File: src/rtl/ecg_nn_pkg.sv
// Shared sizing for the ECG network datapath and the word-accept
// classification used by the activation loader.
package ecg_nn_pkg;

   localparam int unsigned N_IN        = 15;
   localparam int unsigned WORD_W      = 32;
   localparam int unsigned FRAME_CNT_W = 16;

   typedef enum logic [2:0] {
      ACC_IDLE,
      ACC_NEXT,
      ACC_FULL,
      ACC_EARLY,
      ACC_LATE
   } acc_e;

   // Outcome of one input-side cycle given the handshake and frame position.
   function automatic acc_e classify(input logic accept,
                                     input logic last,
                                     input logic at_end);
      acc_e r;
      r = ACC_IDLE;
      if (accept) begin
         if (at_end) r = last ? ACC_FULL : ACC_LATE;
         else        r = last ? ACC_EARLY : ACC_NEXT;
      end
      return r;
   endfunction

endpackage

File: src/rtl/act_loader.sv
// Collects a frame of N_IN activation words from a valid/ready stream and
// presents it as one parallel bus with a valid/ack hold handshake.
module act_loader
   import ecg_nn_pkg::*;
#(
   parameter int unsigned N_IN   = ecg_nn_pkg::N_IN,
   parameter int unsigned WORD_W = ecg_nn_pkg::WORD_W
) (
   input  logic                     clk,
   input  logic                     rst_n,
   input  logic                     s_valid,
   output logic                     s_ready,
   input  logic [WORD_W-1:0]        s_data,
   input  logic                     s_last,
   output logic [N_IN*WORD_W-1:0]   a_bus,
   output logic                     a_valid,
   input  logic                     a_ack,
   output logic                     err,
   output logic [FRAME_CNT_W-1:0]   frame_cnt
);

   localparam int unsigned IDX_W = (N_IN > 1) ? $clog2(N_IN) : 1;

   logic [WORD_W-1:0] fill_buf [N_IN];
   logic [WORD_W-1:0] out_reg  [N_IN];
   logic [IDX_W-1:0]  wr_idx;
   logic              full;
   logic              accept;
   logic              xfer;
   acc_e              acc;

   assign s_ready = ~full;
   assign accept  = s_valid & ~full;
   assign xfer    = full & (~a_valid | a_ack);
   assign acc     = classify(accept, s_last, wr_idx == IDX_W'(N_IN - 1));

   always_comb begin
      a_bus = '0;
      for (int unsigned i = 0; i < N_IN; i++) begin
         a_bus[i*WORD_W +: WORD_W] = out_reg[i];
      end
   end

   // Fill storage carries no reset: 'full' and wr_idx gate its visibility.
   always_ff @(posedge clk) begin
      if (accept) begin
         fill_buf[wr_idx] <= s_data;
      end
   end

   always_ff @(posedge clk or negedge rst_n) begin
      if (!rst_n) begin
         for (int unsigned i = 0; i < N_IN; i++) begin
            out_reg[i] <= '0;
         end
         wr_idx    <= '0;
         full      <= 1'b0;
         a_valid   <= 1'b0;
         err       <= 1'b0;
         frame_cnt <= '0;
      end else begin
         err <= 1'b0;

         unique case (acc)
            ACC_NEXT: wr_idx <= wr_idx + IDX_W'(1);
            ACC_FULL: begin
               wr_idx <= '0;
               full   <= 1'b1;
            end
            ACC_EARLY, ACC_LATE: begin
               wr_idx <= '0;
               err    <= 1'b1;
            end
            default: ;
         endcase

         // accept needs !full and xfer needs full, so they never collide.
         if (xfer) begin
            for (int unsigned i = 0; i < N_IN; i++) begin
               out_reg[i] <= fill_buf[i];
            end
            a_valid   <= 1'b1;
            full      <= 1'b0;
            frame_cnt <= frame_cnt + FRAME_CNT_W'(1);
         end else if (a_ack && a_valid) begin
            a_valid <= 1'b0;
         end
      end
   end

endmodule

File: config.mk
export PLATFORM = sky130hd
export DESIGN_NAME = act_loader
export DESIGN_NICKNAME = d
export VERILOG_FILES = /design/src/rtl/ecg_nn_pkg.sv /design/src/rtl/act_loader.sv
export SDC_FILE = /design/constraint.sdc
export NUM_CORES = 1
export LEC_CHECK = 0
export CORE_MARGIN = 2
export CORE_UTILIZATION = 48
export CTS_CLUSTER_DIAMETER = 50
export DETAILED_ROUTE_END_ITERATION = 8
export PLACE_DENSITY = 0.76
export SYNTH_ARGS = -nofsm -noshare
export SYNTH_HDL_FRONTEND = slang
export SYNTH_SLANG_ARGS = --single-unit
File: constraint.sdc
create_clock -name clk -period 4.86 [get_ports clk]
set_input_delay 0.729 -clock clk [delete_from_list [all_inputs] [get_ports clk]]
set_output_delay 0.729 -clock clk [all_outputs]
set_load 0.05 [all_outputs]
# Yosys cells after proc, flatten, opt, wreduce, memory -nomap -nowiden
# Memories as Yosys holds them, arrays and structs flattened. A register that Yosys moved wholly into a read port is not among the register bits.
# Index checks and enable logic that the tools add are counted.
# W data, S select, Z words.
totals:
  regBits: 23
  ram_bits: 480
  input_bits: 37
  output_inout_bits: 499
  wordCells: 51
  memories: 1
op_classes:
  add_sub_neg: 2
  n_eq_ne: 5
  muxes: 12
  bitwise: 5
  reduce_logical: 21
mem_list:
  columns: ["memory", "depth", "width", "rd", "rd_clocked_by_memory_dff", "wr", "line_no", "text"]
  rows:
  - ["fill_buf", 15, 32, 15, 15, 1, "act_loader.sv:24", "logic [WORD_W-1:0] fill_buf [N_IN];"]
ops:
  columns: ["cell", "n"]
  rows:
  - ["$add A16 B1 Y16 const B", 1]
  - ["$logic_not A1 Y1", 15]
  - ["$mux W3", 3]
  - ["$pmux W4 S2", 1]
  - ["$mux W1", 7]
  - ["$eq A3 B2 Y1 const B", 2]
  - ["$reduce_bool A2 Y1", 3]
  - ["$add A4 B1 Y4 const B", 1]
  - ["$eq A4 B4 Y1 const B", 1]
  - ["$eq A3 B1 Y1 const B", 1]
  - ["$eq A3 B3 Y1 const B", 1]
  - ["$reduce_or A3 Y1", 1]
  - ["$and A1 B1 Y1", 2]
  - ["$mux W2", 1]
  - ["$not A1 Y1", 2]
  - ["$reduce_or A2 Y1", 1]
  - ["$logic_and A1 B1 Y1", 1]
  - ["$or A1 B1 Y1", 1]

# Longest topological paths before layout
depth:
  ltp_word: 6
  ltp_mapped: 7

# Least setup slack after synthesis
# Ideal clock, no wire load.
synth_path:
  path_type: "input -> register"
  startpoint: "in s_valid"
  endpoint: "mem fill_buf[2][0], enable pin"
  setup_ns: 0.513
  arrival_ns: 4.370
  setup_slack_ns: -0.022
  cell_stages: 3
  path_buffers: 1
  cell_sequence: "nand2b_1 clkbuf_1 nor4b_1"
synth_between:
  elab_chain_len: 3
synth_rtl:
  columns: ["item", "line_no", "text"]
  rows:
  - ["start, declared", "act_loader.sv:11", "input logic s_valid,"]
  - ["$and A1 B1 Y1", "act_loader.sv:33", "assign accept = s_valid & ~full;"]
  - ["$mux W1", "act_loader.sv:46", "if (accept) begin"]
  - ["$mux W1 (implied by the code)", "act_loader.sv:47", "fill_buf[wr_idx] <= s_data;"]
  - ["end, declared", "act_loader.sv:24", null]
# No other way between the ends.

# Worst setup path after layout
layout_path:
  startpoint: "reg full"
  endpoint: "out s_ready"
layout_between:
  elab_chain_len: 1
layout_rtl:
  columns: ["item", "line_no", "text"]
  rows:
  - ["start, declared", "act_loader.sv:27", "logic full;"]
  - ["start signal, assigned", "act_loader.sv:57", "full <= 1'b0;"]
  - ["start signal, assigned", "act_loader.sv:68", "full <= 1'b1;"]
  - ["start signal, assigned", "act_loader.sv:83", "full <= 1'b0;"]
  - ["$not A1 Y1", "act_loader.sv:32", "assign s_ready = ~full;"]
  - ["end, declared", "act_loader.sv:12", "output logic s_ready,"]
# No other way between the ends.

==> impl_results.md <==
* Clk buf depth at 3
* Worst VDD drop at 557 uV
* Vias/cell at 5.10
* Mapped Cells at 2628
* H-tree Lvls at 3
* Register area share after synthesis at 0.804
* Max Slew Vio Count at 0
* Row cnt at 96
* Top post-synthesis cells by area: edfxtp_1, dfrtp_1, nand2_1, buf_4, buf_2
* Clk slew on worst S/H paths at 60 ps
* Antenna violations before repair at 5
* Final hold vios at 0
* PnR worst setup slack at 1970 ps
* Critical Path Fanout Max at 7
* Post-CTS setup buffers at 0
* Post-Synth XOR/XNOR Area at 0.00417
* Largest net degree at the start of global routing at 117
* Placer Congestion at 0.786
* Wirelength per Cell at 21.3 um
* Most common cell after layout, fill and taps aside: nand2_1
* Worst-Margin Slew at 1230 ps
* Antenna viol nets, final at 0
* CTS hold repair buffers at 0
* Hold crit path type: input port to asynchronous set/reset pin
* Compound-cell area share of the yosys netlist at 0.00101
* Synth top area share at 0.429
* Ys async rst share at 0.512
* Num ports at 536
* Nets at 3237
* Pwr dens at 782 nW/um^2
* Largest family of logic cells by synthesized area: simple AND/OR/NAND/NOR gates
* First-iteration detailed-routing DRC count at 2020
* RSZ-0062 raised after global routing: false
* Worst path arrival time at 2160 ps
* Lkg Pwr at 18.8 nW
* Final WL at 89800 um
* Yosys warns at 0
* Share of cells above drive strength 1 at 0.0650
* Mapped Area at 33600 um^2
* Worst setup EP type: output pin
* Hold Slack at 205 ps
* DR vias at 21.5k
* GRT overflow at 0
* Initial Util at 0.487
* Count of final setup violators at 0
* DR pass1 iterations at 5
* Tcrit/Tclk final at 0.595
* Crit path required time at 4130 ps
* Die X at 269 um
* Status: complete, no violations
* Die H at 269 um
* Clk sink count at 983
* Mux share of post-synthesis cell area at 0
* Worst Path Class, Setup: flip-flop to output pin
* Min Tclk post-route at 2890 ps
* Largest area contributor in the netlist: edfxtp_1
* Post_cts resized at 0
* Tot GR Track Use at 0.248
* Synthesized area per cell at 12.8 um^2
* CTS tree: built
* Final HPWL from detailed placement at 55200 um
* Core area at 68900 um^2
* FF+latch count, synth at 983
* Full die area at 72100 um^2
* Fmax at 346 MHz
* Syn nets at 2670
* Top_reg_cell synth: dfrtp_1
* Final core area utilization at 0.628
* Area Overhead vs Synth at 28.9%
* Startpoint Class: flip-flop
* Pre-CTS setup slack at 1590 ps
* Max-slew headroom at 0.177
* IO buf count at 535
* Most frequent cells in the layout: nand2_1, clkdlybuf4s50_1, dfrtp_1, edfxtp_1, clkbuf_16
* EDFF count, synth at 480
* CTS buffer count at 97
* Clock root buffer: clkbuf_16
* Clock Latency Late Sink at 640 ps
* Clock Skew at 16.8 ps
* Post-Synth Adder-Cell Area at 0.00186
* Distinct cell type count after synthesis at 29
* Via count of the first global-routing pass at 21.1k
* First-pass GRT wire length at 132000 um
* Max Cap Violations at 0
* Synth Area in Simple Gates at 0.172
* DRC viols at 0
* Worst Reg-to-Reg Cells at 3
[final timing paths]
kind | startpoint | end | slack [ps]
max | full | s_ready | 1970
min | rst_n | a_bus[111] | 200
max reg2reg | full | fill_buf[4][28] | 2300
min reg2reg | fill_buf[11][0] | a_bus[352] | 420
max in group asynchronous | rst_n | a_bus[379] | 3480
min in group clk | fill_buf[11][0] | a_bus[352] | 420
[metrics by stage]
stage                     instance area (um^2)  cells  total power [W]  setup TNS, ps
after detailed placement                 40100   4027           0.0264              0
after floorplan                          33600   2628           0.0210           -754
after CTS                                43300   4209           0.0340              0
final                                    43300   4213           0.0339              0
after global placement                   40100   4027           0.0262              0
after global routing                     43300   4210           0.0352              0
[worst max-delay path, stage by stage (launching register included)]
cell,delay (ps)
dfrtp_1,500
inv_1,200
clkdlybuf4s50_1,830
[cell type report]
class	instances	area, um^2
flip-flops and latches	983	27000
diodes	4	10.0
repair buffers	579	5800
clock inverters	58	608
multi-input cells	1529	6070
clock buffers	124	2610
fillers	5102	25700
well taps	931	1160
inverters	5	18.8
[registers in the layout, indices dropped and copies added (netlist names)]
signal / cells
a_bus: 480
fill_buf: 480
frame_cnt: 16
wr_idx: 4
a_valid: 1
err: 1
full: 1
[routing by layer]
layer / share of wire / global-route usage / vias to the layer above
met5: 0 / 0 / -
met4: 0.028 / 0.0821 / 0
met3: 0.10 / 0.0699 / 154
met2: 0.48 / 0.391 / 960
met1: 0.40 / 0.336 / 10700
li1: - / - / 9614
[cells by family (layout without fill, tap and decap cells)]
family | Yosys count | in the layout
compound gates | 6 | 6
fa+ha+maj | 5 | 5
flops | 983 | 983
other cells | 0 | 4
simple gates | 1502 | 1502
buf+inv | 116 | 766
xor+xnor | 16 | 16
[power by group]
group / internal, W / switching, W / total, W
combinational: 0.00407 / 0.00997 / 0.0140
sequential: 0.0109 / 0.00142 / 0.0123
clock: 0.00436 / 0.00316 / 0.00752
[cell usage after synthesis (all sizes together), types with 5 or more instances]
cell,n
clkbuf,36
and2,5
ha,5
dfrtp,503
nand4,5
nor2,6
nand3,7
xnor2,13
buf,75
inv,5
and3,8
nand2,1456
edfxtp,480
Power figures use the tool's default switching activity.
